===== config.mk =====
export PLATFORM = sky130hd
export DESIGN_NAME = regfile_write_arbiter_flat
export DESIGN_NICKNAME = d
export VERILOG_FILES = /design/src/rtl/regfile_pkg.sv /design/src/rtl/regfile_write_arbiter_if.sv /design/src/rtl/rr_arbiter.sv /design/src/rtl/regfile_write_arbiter.sv /design/src/flat_wrapper.sv
export SDC_FILE = /design/constraint.sdc
export NUM_CORES = 1
export LEC_CHECK = 0
export ABC_AREA = 0
export CAP_MARGIN = 0
export CORE_AREA = 2 2 141 143
export DETAILED_ROUTE_END_ITERATION = 10
export DIE_AREA = 0 0 143 145
export MAX_ROUTING_LAYER = met4
export PLACE_DENSITY = 0.66
export SYNTH_ARGS = -nofsm -noshare
export SYNTH_HDL_FRONTEND = slang
export SYNTH_SLANG_ARGS = --single-unit

===== constraint.sdc =====
create_clock -name clk -period 4.2 [get_ports clk]
set_clock_uncertainty 0.05 [all_clocks]
set_input_delay 0.84 -clock clk [delete_from_list [all_inputs] [get_ports clk]]
set_output_delay 0.84 -clock clk [all_outputs]
set_load 0.05 [all_outputs]

===== src/rtl/regfile_pkg.sv =====
// ---------------------------------------------------------------------------
// regfile_pkg
// Shared constants and types for the register-file write arbiter.
//   ADDR_W     : register index width
//   NREGS      : number of architectural registers
//   ZERO_REG   : hard-wired zero register (XZR), never written
//   wr_state_t : arbiter sequencing states
// ---------------------------------------------------------------------------
package regfile_pkg;
    localparam int ADDR_W   = 5;
    localparam int NREGS    = 2 ** ADDR_W;
    localparam int ZERO_REG = NREGS - 1;

    typedef enum logic {CLEAR, RUN} wr_state_t;
endpackage


===== src/rtl/regfile_write_arbiter_if.sv =====
// ---------------------------------------------------------------------------
// regfile_write_arbiter_if
// Requester bus and register-file write port of the write arbiter.
//   wr_stall   : register file busy
//   req_valid  : per-requester pending write
//   req_addr   : per-requester target register (packed, ADDR_W each)
//   req_data   : per-requester write data (packed, DATA_W each)
//   req_ready  : one-hot grant back to the requesters
//   wr_en      : registered decoder enable
//   wr_addr    : registered decoder select
//   wr_data    : registered write data
//   clear_done : zeroing sweep finished
// Modports: slave = arbiter side, master = requester / register-file side.
// ---------------------------------------------------------------------------
interface regfile_write_arbiter_if #(
    parameter int NREQ   = 4,
    parameter int DATA_W = 64,
    parameter int ADDR_W = 5
);
    logic                     wr_stall;
    logic [NREQ-1:0]          req_valid;
    logic [NREQ*ADDR_W-1:0]   req_addr;
    logic [NREQ*DATA_W-1:0]   req_data;
    logic [NREQ-1:0]          req_ready;
    logic                     wr_en;
    logic [ADDR_W-1:0]        wr_addr;
    logic [DATA_W-1:0]        wr_data;
    logic                     clear_done;

    modport slave (
        input  wr_stall, req_valid, req_addr, req_data,
        output req_ready, wr_en, wr_addr, wr_data, clear_done
    );

    modport master (
        output wr_stall, req_valid, req_addr, req_data,
        input  req_ready, wr_en, wr_addr, wr_data, clear_done
    );
endinterface


===== src/rtl/rr_arbiter.sv =====
// ---------------------------------------------------------------------------
// rr_arbiter
// Combinational round-robin picker: grants the first set bit of req found
// searching circularly upward from ptr.
//   req   : request vector
//   ptr   : highest-priority index, must be < NREQ
//   grant : one-hot grant (all zero when no request)
//   any   : at least one request present
// ---------------------------------------------------------------------------
module rr_arbiter #(
    parameter int NREQ  = 4,
    parameter int PTR_W = (NREQ > 1) ? $clog2(NREQ) : 1
) (
    input  logic [NREQ-1:0]  req,
    input  logic [PTR_W-1:0] ptr,
    output logic [NREQ-1:0]  grant,
    output logic             any
);
    always_comb begin
        logic [PTR_W:0]   sum;
        logic [PTR_W-1:0] idx;
        grant = '0;
        any   = 1'b0;
        sum   = '0;
        idx   = '0;
        for (int k = 0; k < NREQ; k++) begin
            // ptr < NREQ and k < NREQ, so one subtraction is enough to wrap
            sum = {1'b0, ptr} + (PTR_W+1)'(k);
            if (sum >= (PTR_W+1)'(NREQ)) begin
                sum = sum - (PTR_W+1)'(NREQ);
            end
            idx = sum[PTR_W-1:0];
            if (!any && req[idx]) begin
                grant[idx] = 1'b1;
                any        = 1'b1;
            end
        end
    end
endmodule


===== src/rtl/regfile_write_arbiter.sv =====
// ---------------------------------------------------------------------------
// regfile_write_arbiter
// Shares the register-file write port among NREQ requesters round-robin.
// After every reset it first zeroes registers 0..NREGS-2 (XZR is skipped).
//   clk     : clock, rising edge
//   reset_n : asynchronous active-low reset
//   bus     : requester handshake and registered write port (slave side)
//
//   state | meaning
//   ------+-----------------------------------------------------------
//   CLEAR | zeroing sweep, one register per unstalled cycle, no grants
//   RUN   | round-robin service of requesters, one write per cycle
// ---------------------------------------------------------------------------
module regfile_write_arbiter #(
    parameter int NREQ   = 4,
    parameter int DATA_W = 64,
    parameter int ADDR_W = regfile_pkg::ADDR_W
) (
    input  logic                    clk,
    input  logic                    reset_n,
    regfile_write_arbiter_if.slave  bus
);
    import regfile_pkg::wr_state_t;
    import regfile_pkg::CLEAR;
    import regfile_pkg::RUN;

    localparam int PTR_W = (NREQ > 1) ? $clog2(NREQ) : 1;
    localparam int ZREG  = (1 << ADDR_W) - 1;

    wr_state_t         state_q, state_d;
    logic [ADDR_W-1:0] cnt_q;
    logic [PTR_W-1:0]  ptr_q;

    logic [NREQ-1:0]   grant;
    logic              grant_any;
    logic [PTR_W-1:0]  gidx;
    logic [PTR_W-1:0]  ptr_nxt;
    logic [ADDR_W-1:0] sel_addr;
    logic [DATA_W-1:0] sel_data;
    logic              xfer;
    logic              last_clear;

    rr_arbiter #(.NREQ(NREQ), .PTR_W(PTR_W)) u_rr (
        .req   (bus.req_valid),
        .ptr   (ptr_q),
        .grant (grant),
        .any   (grant_any)
    );

    always_comb begin
        gidx     = '0;
        sel_addr = '0;
        sel_data = '0;
        for (int i = 0; i < NREQ; i++) begin
            if (grant[i]) begin
                gidx     = PTR_W'(i);
                sel_addr = bus.req_addr[i*ADDR_W +: ADDR_W];
                sel_data = bus.req_data[i*DATA_W +: DATA_W];
            end
        end
        ptr_nxt = (gidx == PTR_W'(NREQ - 1)) ? '0 : gidx + 1'b1;
    end

    always_comb begin
        bus.req_ready = '0;
        if (state_q == RUN && !bus.wr_stall) begin
            bus.req_ready = grant;
        end
    end

    assign xfer       = grant_any && (state_q == RUN) && !bus.wr_stall;
    assign last_clear = (cnt_q == ADDR_W'(ZREG - 1));

    always_ff @(posedge clk or negedge reset_n) begin
        if (!reset_n) begin
            state_q <= CLEAR;
        end else begin
            state_q <= state_d;
        end
    end

    always_comb begin
        state_d = state_q;
        case (state_q)
            CLEAR:   if (!bus.wr_stall && last_clear) state_d = RUN;
            RUN:     state_d = RUN;
            default: state_d = CLEAR;
        endcase
    end

    always_ff @(posedge clk or negedge reset_n) begin
        if (!reset_n) begin
            cnt_q          <= '0;
            ptr_q          <= '0;
            bus.wr_en      <= 1'b0;
            bus.wr_addr    <= '0;
            bus.wr_data    <= '0;
            bus.clear_done <= 1'b0;
        end else begin
            bus.wr_en      <= 1'b0;
            bus.clear_done <= (state_d == RUN);
            if (state_q == CLEAR) begin
                if (!bus.wr_stall) begin
                    bus.wr_en   <= 1'b1;
                    bus.wr_addr <= cnt_q;
                    bus.wr_data <= '0;
                    cnt_q       <= cnt_q + 1'b1;
                end
            end else if (xfer) begin
                // XZR writes are consumed but never reach the decoder
                bus.wr_en   <= (sel_addr != ADDR_W'(ZREG));
                bus.wr_addr <= sel_addr;
                bus.wr_data <= sel_data;
                ptr_q       <= ptr_nxt;
            end
        end
    end
endmodule


===== src/flat_wrapper.sv =====
// flat-port wrapper written by rule: the top's interface ports become plain ports
module regfile_write_arbiter_flat import regfile_pkg::wr_state_t; import regfile_pkg::CLEAR; import regfile_pkg::RUN;
#(
    parameter int NREQ   = 4,
    parameter int DATA_W = 64,
    parameter int ADDR_W = regfile_pkg::ADDR_W
)
  (clk, reset_n, bus_wr_stall, bus_req_valid, bus_req_addr, bus_req_data, bus_req_ready, bus_wr_en, bus_wr_addr, bus_wr_data, bus_clear_done);
  regfile_write_arbiter_if #(.NREQ(NREQ), .DATA_W(DATA_W), .ADDR_W(ADDR_W)) bus_i ();
  input  logic clk;
  input  logic reset_n;
  input wire logic [$bits(bus_i.wr_stall)-1:0] bus_wr_stall;
  input wire logic [$bits(bus_i.req_valid)-1:0] bus_req_valid;
  input wire logic [$bits(bus_i.req_addr)-1:0] bus_req_addr;
  input wire logic [$bits(bus_i.req_data)-1:0] bus_req_data;
  output wire logic [$bits(bus_i.req_ready)-1:0] bus_req_ready;
  output wire logic [$bits(bus_i.wr_en)-1:0] bus_wr_en;
  output wire logic [$bits(bus_i.wr_addr)-1:0] bus_wr_addr;
  output wire logic [$bits(bus_i.wr_data)-1:0] bus_wr_data;
  output wire logic [$bits(bus_i.clear_done)-1:0] bus_clear_done;
  assign bus_i.wr_stall = bus_wr_stall;
  assign bus_i.req_valid = bus_req_valid;
  assign bus_i.req_addr = bus_req_addr;
  assign bus_i.req_data = bus_req_data;
  assign bus_req_ready = bus_i.req_ready;
  assign bus_wr_en = bus_i.wr_en;
  assign bus_wr_addr = bus_i.wr_addr;
  assign bus_wr_data = bus_i.wr_data;
  assign bus_clear_done = bus_i.clear_done;
  regfile_write_arbiter #(.NREQ(NREQ), .DATA_W(DATA_W), .ADDR_W(ADDR_W)) u_core (.clk(clk), .reset_n(reset_n), .bus(bus_i));
endmodule

# Word level (Yosys, flattened, before mapping)
# Cells that the tools add are included.
# word_totals
rom_bits,0
register_bits,78
inputBits,283
latchBits,0
ramBits,0
elab_cells,107
mem_count,0
# op_classes
n_reduce_logical,18
add_sub_neg,9
shifts,0
muxes,52
div_mod_pow,0
magnitude_cmp,12
n_eq_ne,5
bitwise,5
multipliers,0
# ops
op,n
$mux 64,7
$mux 5,7
$mux 4,5
$mux 1,17
$mux 2,7
$lt 2x3->1 const B,4
$or 4x4->4,3
$logic_and 1x1->1,11
$ge 3x3->1 const B,3
$bmux 1 s2,4
$demux 1 s2,4
$ge 2x1->1 const B,4
$sub 2x1->2 const B,4
$add 2x2->3 const B,2
$reduce_and 2->1,3
$add 5x1->5 const B,1
$eq 5x5->1 const B,1
$ne 5x5->1 const B,1
$logic_not 1->1,4
$add 2x1->3 const B,1
$ge 2x3->1 const B,1
$add 2x1->2 const B,1
$eq 2x2->1 const B,1
$ne 2x1->1 const B,1
other kinds (3),4

# Depth between registers and ports, before layout
# logic_depth
word_depth,21
mapped_depth,13
mapped_depth_nobuf,10

# By module
# Synthesis repeated with hierarchy kept, for this count alone.
# unflattened
hier_cells,668
area_unflattened_um2,5646.7
# modules_own_cells
module,area_per_inst_um2,instances,seq_area_each_um2,cells_each
regfile_write_arbiter,5138.7,1,1951.9,606
rr_arbiter,508.0,1,0.0,62

# Worst setup path after synthesis
# No wires, ideal clock.
# synth_path
path_type,reg2out
startpoint,reg u_core.ptr_q[0]
endpoint,out bus_req_ready[3]
setup_slack_ns,-0.205
required_ns,3.310
path_stages_with_launch,11
n_path_buf,3
arrival_time_ns,3.515
cell_sequence,dfrtp_1 -> buf_2 -> inv_1 -> ha_1 -> mux2_1 -> mux2i_1 -> a31oi_1 -> o2bb2ai_1 -> buf_4 -> clkbuf_1 -> nor2b_1
# synth_between
elab_chain_cells,15
elab_cells_between_ends,60
classes_between,add/sub: 7; order compare: 12; mux: 28; bitwise: 3; reduce/logical: 10
# synth_rtl
item,line,rtl
start: declaration,regfile_write_arbiter.sv:32,logic [PTR_W-1:0] ptr_q;
start signal: assignment,regfile_write_arbiter.sv:114,ptr_q <= ptr_nxt;
branches (longest 13 deep; another with $add 2x1->3),-,
$mux 4 *,rr_arbiter.sv:33,if (!any && req[idx]) begin
$mux 4 *,regfile_write_arbiter.sv:66,if (state_q == RUN && !bus.wr_stall) begin
end: declaration,flat_wrapper.sv:16,output wire logic [$bits(bus_i.req_ready)-1:0] bus_req_ready;
# Every way passes the cells marked *. The select of a mux whose other input is x is not followed.

# Worst setup path in the final report
# layout_path
startpoint,in bus_req_valid[3]
endpoint,out bus_req_ready[3]
# layout_between
elab_chain_cells,13
elab_cells_between_ends,25
classes_between,mux: 16; bitwise: 3; reduce/logical: 6
# layout_rtl
item,line,rtl
start: declaration,flat_wrapper.sv:13,input wire logic [$bits(bus_i.req_valid)-1:0] bus_req_valid;
$bmux 1 s2,rr_arbiter.sv:33,
$mux 1 (implied by the code),rr_arbiter.sv:33,
$mux 1,rr_arbiter.sv:33,
$logic_not 1->1,rr_arbiter.sv:33,
$logic_and 1x1->1,rr_arbiter.sv:33,
$mux 1,rr_arbiter.sv:33,
$logic_not 1->1,rr_arbiter.sv:33,
$logic_and 1x1->1,rr_arbiter.sv:33,
$mux 1,rr_arbiter.sv:33,
$logic_not 1->1,rr_arbiter.sv:33,
$logic_and 1x1->1,rr_arbiter.sv:33,
$mux 4 *,rr_arbiter.sv:33,
$mux 4 *,regfile_write_arbiter.sv:66,
# Every way passes the cells marked *; elsewhere a longest branch is shown, timed or not. The select of a mux whose other input is x is not followed.

==> metrics.txt <==
number of flops mapped to enable cells by yosys 0; Mapped Nets 960; DR iter-0 viols between 300 and 400; DRT antenna net count 0; I/O pins between 300 and 400; outcome complete, no violations; # clock sinks 78; Max clock buf depth 2; Rel. slew slack between 40% and 50%; HPWL Detailed 17.5 mm; final hold violations 0; CTS tree done; logic gate share of total power 74.4%; Max IR drop VDD 413 uV; Resize count post-CTS 0; post-synth top area cell dfrtp_1; Syn Area/Cell slightly above 8 sq um; Clk pwr share a little under 9%; Worst EP arrival ~3200 ps; first-pass GRT wire length roughly 36 mm; CP Data Required Time between 3000 and 4000 ps; WP buf/inv 2; Internal 3.69 mW; die width 143 um; Top Family by Delay on Critical Path simple AND/OR/NAND/NOR gates; Synth Instances ~670; Area Growth Syn to Fin 76.8%; Fin Hold WS ~460 ps; Top FF cell, synth dfrtp_1; share of cells above drive strength 1 between 6 and 7%; Post-CTS Setup Bufs 0; max cap viols 0; largest net degree at the start of global routing between 70 and 80; top-count cell post-synth nor2_1; DR vias/cell 5.23; #FFs+latches synth between 70 and 80; Hold Buf Count CTS 0; number of detailed-route iterations in the first pass 4; static leakage between 3 and 4 nW; CP Max Fanout 9; Hold Crit Class reg2reg; FP Rows 51; Max Clock Freq 0.246 GHz; Pins Over Slew Limit 0; die footprint 0.0207 sq mm; switch share 53.4%; Synth top cells by count nor2_1, a21oi_1, dfrtp_1; kind of critical path in2out; Sum Neg Setup Slack 0 ps; initial antenna violation count 0; critical path's slowest cell clkdlybuf4s50_1; post-route DRC violation count 0; Inserted Diodes 0; global placer's final weighted congestion 0.873; crit end category output pin; clk_lat worst skew 330 ps; wire per inst 18.3 um; synth warn 0; unrepaired setup endpoints after global routing false; async set-reset flop share out of synthesis 100%; count of cell types in the netlist 51; clock slew at reported path FFs approximately 60 ps; # port buffers between 300 and 400; P per Cell Area about 820 mW/mm^2; total CTS buffers 9; setup violators final 0; Initial Utilization between 20 and 30%; CP cell instances clkdlybuf4s50_1 > or3b_1 > a2111oi_2 > or2_2 > o2bb2ai_4 > nor2b_2 > buf_12; DIE HEIGHT between 100 and 150 um; Core Region 0.0192 sq mm; Total GRT Usage 22.2%; area share of the largest cell type after synthesis a little over a third; CTS Root Cell clkbuf_16; htree depth 3; CP startpoint kind input port; via count 6592; Seq/Total Area, Yosys 35.5%; actual slew at the worst max-slew pin slightly below 800 ps; crit share post-route a little over nine tenths; sw power approximately 4.2 mW; final WL approximately 23 mm; largest cells by area after synthesis dfrtp_1, a21oi_1, a221oi_1; nets 1284; Worst path max stage delay between 600 and 700 ps; Synth Cell Area ~0.0055 sq mm; Tmin final 4070 ps; Core Util, Final about half; Flop pwr share between 15 and 20%; total gr overflow 0; vias in the first global route 6717
[cell usage in the layout, fill, tap and decap left out, drive strengths merged, types with 2 or more instances in the layout]
master,synthesis,final
o41ai,4,4
nand2b,3,3
nand3b,2,2
mux2i,4,4
a21oi,133,133
or3b,3,3
o2bb2ai,3,3
a221oi,64,64
a31oi,5,5
a2111oi,3,3
or2,3,3
o21ai,3,3
and3,4,4
inv,8,8
nor2,143,143
o31a,64,64
dfrtp,78,78
mux4,3,3
nand4,3,3
nor3,4,4
nand2,17,17
clkinv,0,5
o22ai,8,8
clkdlybuf4s50,0,352
a211oi,4,4
ha,8,8
clkbuf,39,9
mux2,3,3
xnor2,4,4
buf,31,31
a2bb2oi,2,2
a21o,2,2
[final cells by class]
cell class | count | area, sq um
multi-input combinational | 513 | 3290
fill | 1842 | 9500
sequential | 78 | 1950
timing repair buffer | 383 | 3860
inverter | 8 | 30.0
clock inverter | 5 | 28.8
tap | 265 | 332
clock buffer | 9 | 225
[flip-flops by register name, indices dropped and copies added, names as in the netlist]
register            count
u_core.bus.wr_addr      5
u_core.bus.wr_data     64
u_core.bus.wr_en        1
u_core.cnt_q            5
u_core.ptr_q            2
u_core.state_q          1
[path summary, 6_finish.rpt]
kind / endpoint / cells after the start / start / slack, ps
setup / recovery: bus_req_ready[3] / 7 / bus_req_valid[3] / 130
hold / removal: u_core.cnt_q[4] / 1 / u_core.cnt_q[4] / 460
setup reg to reg: u_core.bus.wr_en / 10 / u_core.ptr_q[0] / 560
hold reg to reg: u_core.cnt_q[4] / 1 / u_core.cnt_q[4] / 460
max in group asynchronous: u_core.bus.wr_data[46] / 2 / reset_n / 2760
min in group asynchronous: u_core.ptr_q[0] / 1 / reset_n / 540
[power by group through the flow]
stage          combinational, mW  sequential [mW]  clock (mW)
6_report                    5.89             1.34       0.689
3_3_place_gp                5.89             1.33           0
3_5_place_dp                5.93             1.35           0
4_1_cts                     5.94             1.34       0.721
2_1_floorplan               2.66             2.49           0
5_1_grt                     6.28             1.39       0.754
[per-stage QoR]
stage          instances  cell area (sq um)  setup slack [ps]  total power [mW]
6_report            1261               9710               127              7.92
2_1_floorplan        669               5490              32.9              5.14
5_1_grt             1261               9710              10.6              8.42
3_3_place_gp        1247               9460               168              7.23
4_1_cts             1261               9710               147              8.00
3_5_place_dp        1247               9460               146              7.28
[logic make-up after synthesis]
kind of cell / share of synthesized area [%]
mux: 2.57
xor+xnor: 0.638
flops: 35.5
fa+ha+maj: 1.82
compound gates: 38.8
buf+inv: 6.11
simple gates: 14.5
[metal layers]
| layer | up-vias | global-route usage, % | wire length (um) |
|---|---|---|---|
| met1 | 3122 | 25.4 | 9070 |
| li1 | 3181 | - | - |
| met4 | 0 | 6.53 | 454 |
| met3 | 30 | 4.82 | 1790 |
| met5 | - | - | 0 |
| met2 | 259 | 38.7 | 11800 |
No activity file was read; power rests on OpenSTA's default activity.
